**config.mk**
```make
export PLATFORM = sky130hd
export DESIGN_NAME = phase_diff_meas
export DESIGN_NICKNAME = d
export VERILOG_FILES = /design/src/rtl/phase_pkg.sv /design/src/rtl/zc_detect.sv /design/src/rtl/phase_diff_meas.sv
export SDC_FILE = /design/constraint.sdc
export NUM_CORES = 1
export LEC_CHECK = 0
export CORE_ASPECT_RATIO = 1.75
export CORE_UTILIZATION = 45
export DETAILED_ROUTE_END_ITERATION = 8
export PLACE_DENSITY = 0.71
export SLEW_MARGIN = 5
export SYNTH_ARGS = -nofsm -noshare
export SYNTH_HDL_FRONTEND = slang
export SYNTH_SLANG_ARGS = --single-unit
```
**constraint.sdc**
```tcl
create_clock -name clk -period 3.3 [get_ports clk]
set_input_delay 0.66 -clock clk [delete_from_list [all_inputs] [get_ports clk]]
set_output_delay 0.66 -clock clk [all_outputs]
set_load 0.05 [all_outputs]
```
**src/rtl/phase_pkg.sv**
```systemverilog
`default_nettype none
// +----------------------------------------------------------------------------+
// | phase_pkg: shared state encoding and defaults for the phase-difference      |
// | meter.                                                                      |
// | Revision: 1.0                                                               |
// +----------------------------------------------------------------------------+
package phase_pkg;

    localparam int unsigned DW_DEF        = 12;
    localparam int unsigned CW_DEF        = 32;
    localparam int unsigned HYST_DEF      = 8;
    localparam int unsigned TIMEOUT_100MS = 10_000_000;

    typedef enum logic [1:0] {
        ST_IDLE = 2'd0,
        ST_ARM  = 2'd1,
        ST_RUN  = 2'd2
    } state_t;

endpackage
`default_nettype wire

```
**src/rtl/zc_detect.sv**
```systemverilog
`default_nettype none
// +----------------------------------------------------------------------------+
// | zc_detect: sample register, squarer against the channel midpoint and        |
// | rising-crossing strobe. PHASE_HYST_EN selects the hysteresis squarer.       |
// | Revision: 1.0                                                               |
// +----------------------------------------------------------------------------+
module zc_detect
    import phase_pkg::*;
#(
    parameter int unsigned DW   = DW_DEF,
    parameter int unsigned HYST = HYST_DEF
) (
    input  logic          clk,
    input  logic          rst,
    input  logic [DW-1:0] data_in,
    input  logic [DW-1:0] mid,
    output logic          rise
);

    logic [DW-1:0] sample;
    logic          sq;
    logic          sq_d;
    logic          sq_next;

`ifdef PHASE_HYST_EN
    localparam logic [DW:0] MAX_V  = {1'b0, {DW{1'b1}}};
    localparam logic [DW:0] HYST_X = (DW+1)'(HYST);

    logic [DW:0] mid_x;
    logic [DW:0] hi_raw;
    logic [DW:0] hi_th;
    logic [DW:0] lo_th;

    // Thresholds live one bit wider so mid+HYST / mid-HYST can be clamped.
    always_comb begin
        mid_x   = {1'b0, mid};
        hi_raw  = mid_x + HYST_X;
        hi_th   = (hi_raw > MAX_V) ? MAX_V : hi_raw;
        lo_th   = (mid_x < HYST_X) ? '0 : (mid_x - HYST_X);
        sq_next = sq;
        if ({1'b0, sample} >= hi_th) begin
            sq_next = 1'b1;
        end else if ({1'b0, sample} <= lo_th) begin
            sq_next = 1'b0;
        end
    end
`else
    always_comb begin
        sq_next = (sample > mid);
    end

    if (HYST > 0) begin : g_hyst_unused
    end
`endif

    always_ff @(posedge clk or negedge rst) begin
        if (!rst) begin
            sample <= '0;
            sq     <= 1'b0;
            sq_d   <= 1'b0;
        end else begin
            sample <= data_in;
            sq     <= sq_next;
            sq_d   <= sq;
        end
    end

    assign rise = sq & ~sq_d;

endmodule
`default_nettype wire

```
**src/rtl/phase_diff_meas.sv**
```systemverilog
`default_nettype none
// +----------------------------------------------------------------------------+
// | phase_diff_meas: measures the ch0 period and the ch0->ch1 rise delay in     |
// | clk cycles. Optional hysteresis squaring via PHASE_HYST_EN.                 |
// | Revision: 1.0                                                               |
// +----------------------------------------------------------------------------+
module phase_diff_meas
    import phase_pkg::*;
#(
    parameter int unsigned DW      = DW_DEF,
    parameter int unsigned CW      = CW_DEF,
    parameter int unsigned HYST    = HYST_DEF,
    parameter int unsigned TIMEOUT = TIMEOUT_100MS
) (
    input  logic          clk,
    input  logic          rst,
    input  logic [DW-1:0] data_in0,
    input  logic [DW-1:0] data_in1,
    input  logic [DW-1:0] mid0,
    input  logic [DW-1:0] mid1,
    input  logic          mid_valid,
    output logic [CW-1:0] period_cnt,
    output logic [CW-1:0] delay_cnt,
    output logic          meas_valid,
    output logic          timeout_err
);

    localparam logic [CW-1:0] TMO_LAST = CW'(TIMEOUT - 1);

    state_t        state;
    state_t        state_next;
    logic          rise0;
    logic          rise1;
    logic [CW-1:0] cnt;
    logic [CW-1:0] cnt_inc;
    logic [CW-1:0] delay_r;
    logic          seen1;
    logic          start;
    logic          close;
    logic          grab1;
    logic          tmo;

    zc_detect #(.DW(DW), .HYST(HYST)) u_zc0 (
        .clk     (clk),
        .rst     (rst),
        .data_in (data_in0),
        .mid     (mid0),
        .rise    (rise0)
    );

    zc_detect #(.DW(DW), .HYST(HYST)) u_zc1 (
        .clk     (clk),
        .rst     (rst),
        .data_in (data_in1),
        .mid     (mid1),
        .rise    (rise1)
    );

    // cnt reads 0 in the cycle after a rise0, so cnt+1 is the elapsed cycle count.
    assign cnt_inc = (cnt == {CW{1'b1}}) ? cnt : (cnt + 1'b1);

    always_ff @(posedge clk or negedge rst) begin
        if (!rst) begin
            state <= ST_IDLE;
        end else begin
            state <= state_next;
        end
    end

    always_comb begin
        state_next = state;
        start      = 1'b0;
        close      = 1'b0;
        grab1      = 1'b0;
        tmo        = 1'b0;
        if (!mid_valid) begin
            state_next = ST_IDLE;
        end else begin
            case (state)
                ST_IDLE: state_next = ST_ARM;
                ST_ARM: begin
                    if (rise0) begin
                        start      = 1'b1;
                        state_next = ST_RUN;
                    end
                end
                ST_RUN: begin
                    if (rise0) begin
                        start = 1'b1;
                        close = seen1;
                    end else begin
                        grab1 = rise1 & ~seen1;
                        if (cnt == TMO_LAST) begin
                            tmo        = 1'b1;
                            state_next = ST_ARM;
                        end
                    end
                end
                default: state_next = ST_IDLE;
            endcase
        end
    end

    always_ff @(posedge clk or negedge rst) begin
        if (!rst) begin
            cnt         <= '0;
            delay_r     <= '0;
            seen1       <= 1'b0;
            period_cnt  <= '0;
            delay_cnt   <= '0;
            meas_valid  <= 1'b0;
            timeout_err <= 1'b0;
        end else begin
            meas_valid <= close;
            if (close) begin
                period_cnt  <= cnt_inc;
                delay_cnt   <= delay_r;
                timeout_err <= 1'b0;
            end
            if (tmo) begin
                timeout_err <= 1'b1;
            end
            // A rise1 coinciding with the opening rise0 belongs to the new period.
            if (start) begin
                cnt   <= '0;
                seen1 <= rise1;
                if (rise1) begin
                    delay_r <= '0;
                end
            end else if (state_next == ST_RUN) begin
                cnt <= cnt_inc;
                if (grab1) begin
                    delay_r <= cnt_inc;
                    seen1   <= 1'b1;
                end
            end else begin
                cnt   <= '0;
                seen1 <= 1'b0;
            end
        end
    end

endmodule
`default_nettype wire

```
==> results.yml <==
status:
  outcome: "finished, final reports clean"
min_path:
  hold_path_class: "in -> async"
critical_path:
  required_ns: 3.58
  end_kind: "flop"
  r2r-start: "cnt[0]"
  r2r_slack_ns: 0.73
  critPathMaxFanout: 9
  reg2reg_depth: 7
  arrival_ns: 2.85
  rr_endpoint: "period_cnt[28]"
  startpoint_type: "flop"
  worstSetupPathType: "reg -> reg"
yosys:
  synth_cell_types: 50
  ys_seq_elements: 161
  ys_warn_count: 0
  synth_edf_count: 0
  syn_nets: 780
  yosys_most_used_dff: "dfrtp_1"
  syn_avg_cell_area_sq_um: 9.93
  seq_area_frac_synth_pct: 58.0
  synth_area_sq_mm: 0.00695
  async_flop_share_pct: 100
  synthCells: 700
timing:
  rsz0062_at_grt: "false"
  slew_headroom_pct: 52.9
  setup_viol: 0
  fin_tns_setup_ns: 0
  maxSlewViolCount: 0
  hold_violations: 0
  min_period_ns: 2.57
  worst_pin_slew_ns: 0.706
  skew_ns: 0.00839
  clock.fmax_mhz: 389
  period_share_pct: 78.0
cts:
  cts_tree: "built"
  postCtsSetupBuffers: 0
  cts_buffer_depth: 2
  cts_hold_buf: 0
  cts_made_buffers: 17
  cts.root.buffer_cell: "clkbuf_16"
  worstSkewPairLatency_ns: 0.41
  path_clk_slew_ns: 0.07
  htreeDepth: 4
  cts_resized: 0
  clock-sinks: 161
final_layout:
  fin_nets: 896
  drive_above_1_share_pct: 6.52
  layout_common_cells: "161 x dfrtp_1, 147 x nand2_1, 115 x clkdlybuf4s50_1, 62 x o21ai_0, 58 x nand3_1"
  layout_commonest_cell: "dfrtp_1"
  syn_to_final_growth_pct: 28.6
  utilization_pct: 59.6
  fin_area_sq_mm: 0.00894
  nFillCells: 1337
  antenna_cells: 0
placement:
  port-buffer-count: 116
  place_area_sq_mm: 0.00832
  routabilityCongestion: 0.827
  hpwlAfterDp_um: 11800
global_routing:
  grt_pass1_wl_um: 27300
  grt.overflow.total: 0
  grt_util_all_layers_pct: 22.5
  antenna_found_initial: 0
  grt_pass1_vias: 5742
  grt_max_degree: 77
detailed_routing:
  drc: 0
  ant_nets: 0
  drt-initial-drc-count: 212
  wl_per_cell_um: 16.1
  wirelength_um: 16200
  dr.pass1.iters: 4
  viasPerCell: 5.31
  vias: 5365
die:
  fp.dieH_um: 166
  die_x_um: 95.9
  core_sq_mm: 0.0150
  fp-row-count: 59
  io-pin-count: 117
  start_util_pct: 46.4
  design.die.area_sq_mm: 0.0160
pwr:
  p_per_area_mw_per_mm2: 474
  peakVddDrop_v: 0.000339
  p_leak_uw: 0.00412
flow_run:
  cap_violations: 0
worst max-delay path, stage by stage, from the launching register on:
cell and delay (ns):
dfrtp_1 0.43, ha_1 0.22, and3_1 0.34, nand3_1 0.29, nor2_1 0.43, nand4_1 0.18
mux2i_1 0.37, o21ai_0 0.16
layer usage:
| layer | vias up | routed length [um] | track usage, % |
|---|---|---|---|
| li1 | 2604 | - | - |
| met1 | 2619 | 6180 | 24.2 |
| met2 | 120 | 9120 | 41.2 |
| met3 | 22 | 542 | 4.90 |
| met4 | 0 | 381 | 8.83 |
| met5 | - | 0 | 0 |
sequential cells by signal, indices dropped and copies added (netlist names), 2 cells and up:
name and flops:
cnt 32, delay_cnt 32, delay_r 32, period_cnt 32
state 2, u_zc0.sample 12, u_zc1.sample 12
synthesized netlist by cell type (all sizes together) (5+ instances only):
cell / count / share of area (%)
nor3: 5 / 0.52
nor2b: 5 / 0.45
buf: 12 / 0.77
dfrtp: 161 / 58
xnor2: 12 / 1.7
nor4: 6 / 0.85
inv: 28 / 1.5
a21oi: 12 / 0.86
a21o: 10 / 1.1
clkbuf: 19 / 1.0
xor2: 8 / 1.0
nand4: 20 / 1.9
nand2: 147 / 7.9
ha: 29 / 5.2
nor2: 50 / 2.7
nand3: 59 / 4.2
and3: 8 / 0.72
o21ai: 72 / 5.2
how the worst max path moves through the flow:
stage / depth (start not counted) / endpoint / slack, ns / startpoint
2_1_floorplan: 9 / delay_r[2] / 1.23 / cnt[0]
3_3_place_gp: 7 / period_cnt[28] / 0.78 / cnt[0]
3_5_place_dp: 8 / delay_r[23] / 0.68 / mid_valid
4_1_cts: 7 / period_cnt[28] / 0.71 / cnt[0]
5_1_grt: 7 / period_cnt[28] / 0.51 / cnt[0]
6_report: 7 / period_cnt[28] / 0.73 / cnt[0]
layout make-up:
cell class / count / area, sq um / area share [%]
clock inverter: 11 / 155 / 1.74
sequential: 161 / 4030 / 45.1
clock buffer: 20 / 457 / 5.11
inverter: 28 / 105 / 1.18
multi-input combinational: 480 / 2700 / 30.2
tap: 183 / 229 / 2.56
timing repair buffer: 128 / 1260 / 14.2
power breakdown:
group / internal, uW / switching [uW]
Combinational: 99.2 / 103
Sequential: 2000 / 12.2
Clock: 1240 / 786
through the flow:
step	total power (uW)	instances	hold slack, ns	setup slack (ns)
floorplan	2120	700	0.347	1.23
global placement	2240	980	0.358	0.783
detailed placement	2250	980	0.359	0.684
CTS	4280	1011	0.279	0.706
global route	4390	1011	0.294	0.511
finish	4240	1011	0.235	0.727
kinds of logic (layout without fill, tap and decap cells):
family	count (synthesis)	count (layout)	synth area share, %
simple gates	318	318	21.3
flops	161	161	58.0
compound gates	109	109	8.93
buf+inv	59	187	3.31
fa+ha+maj	29	29	5.22
xor+xnor	20	20	2.74
mux	4	4	0.576
(Power assumes the default switching activity.)
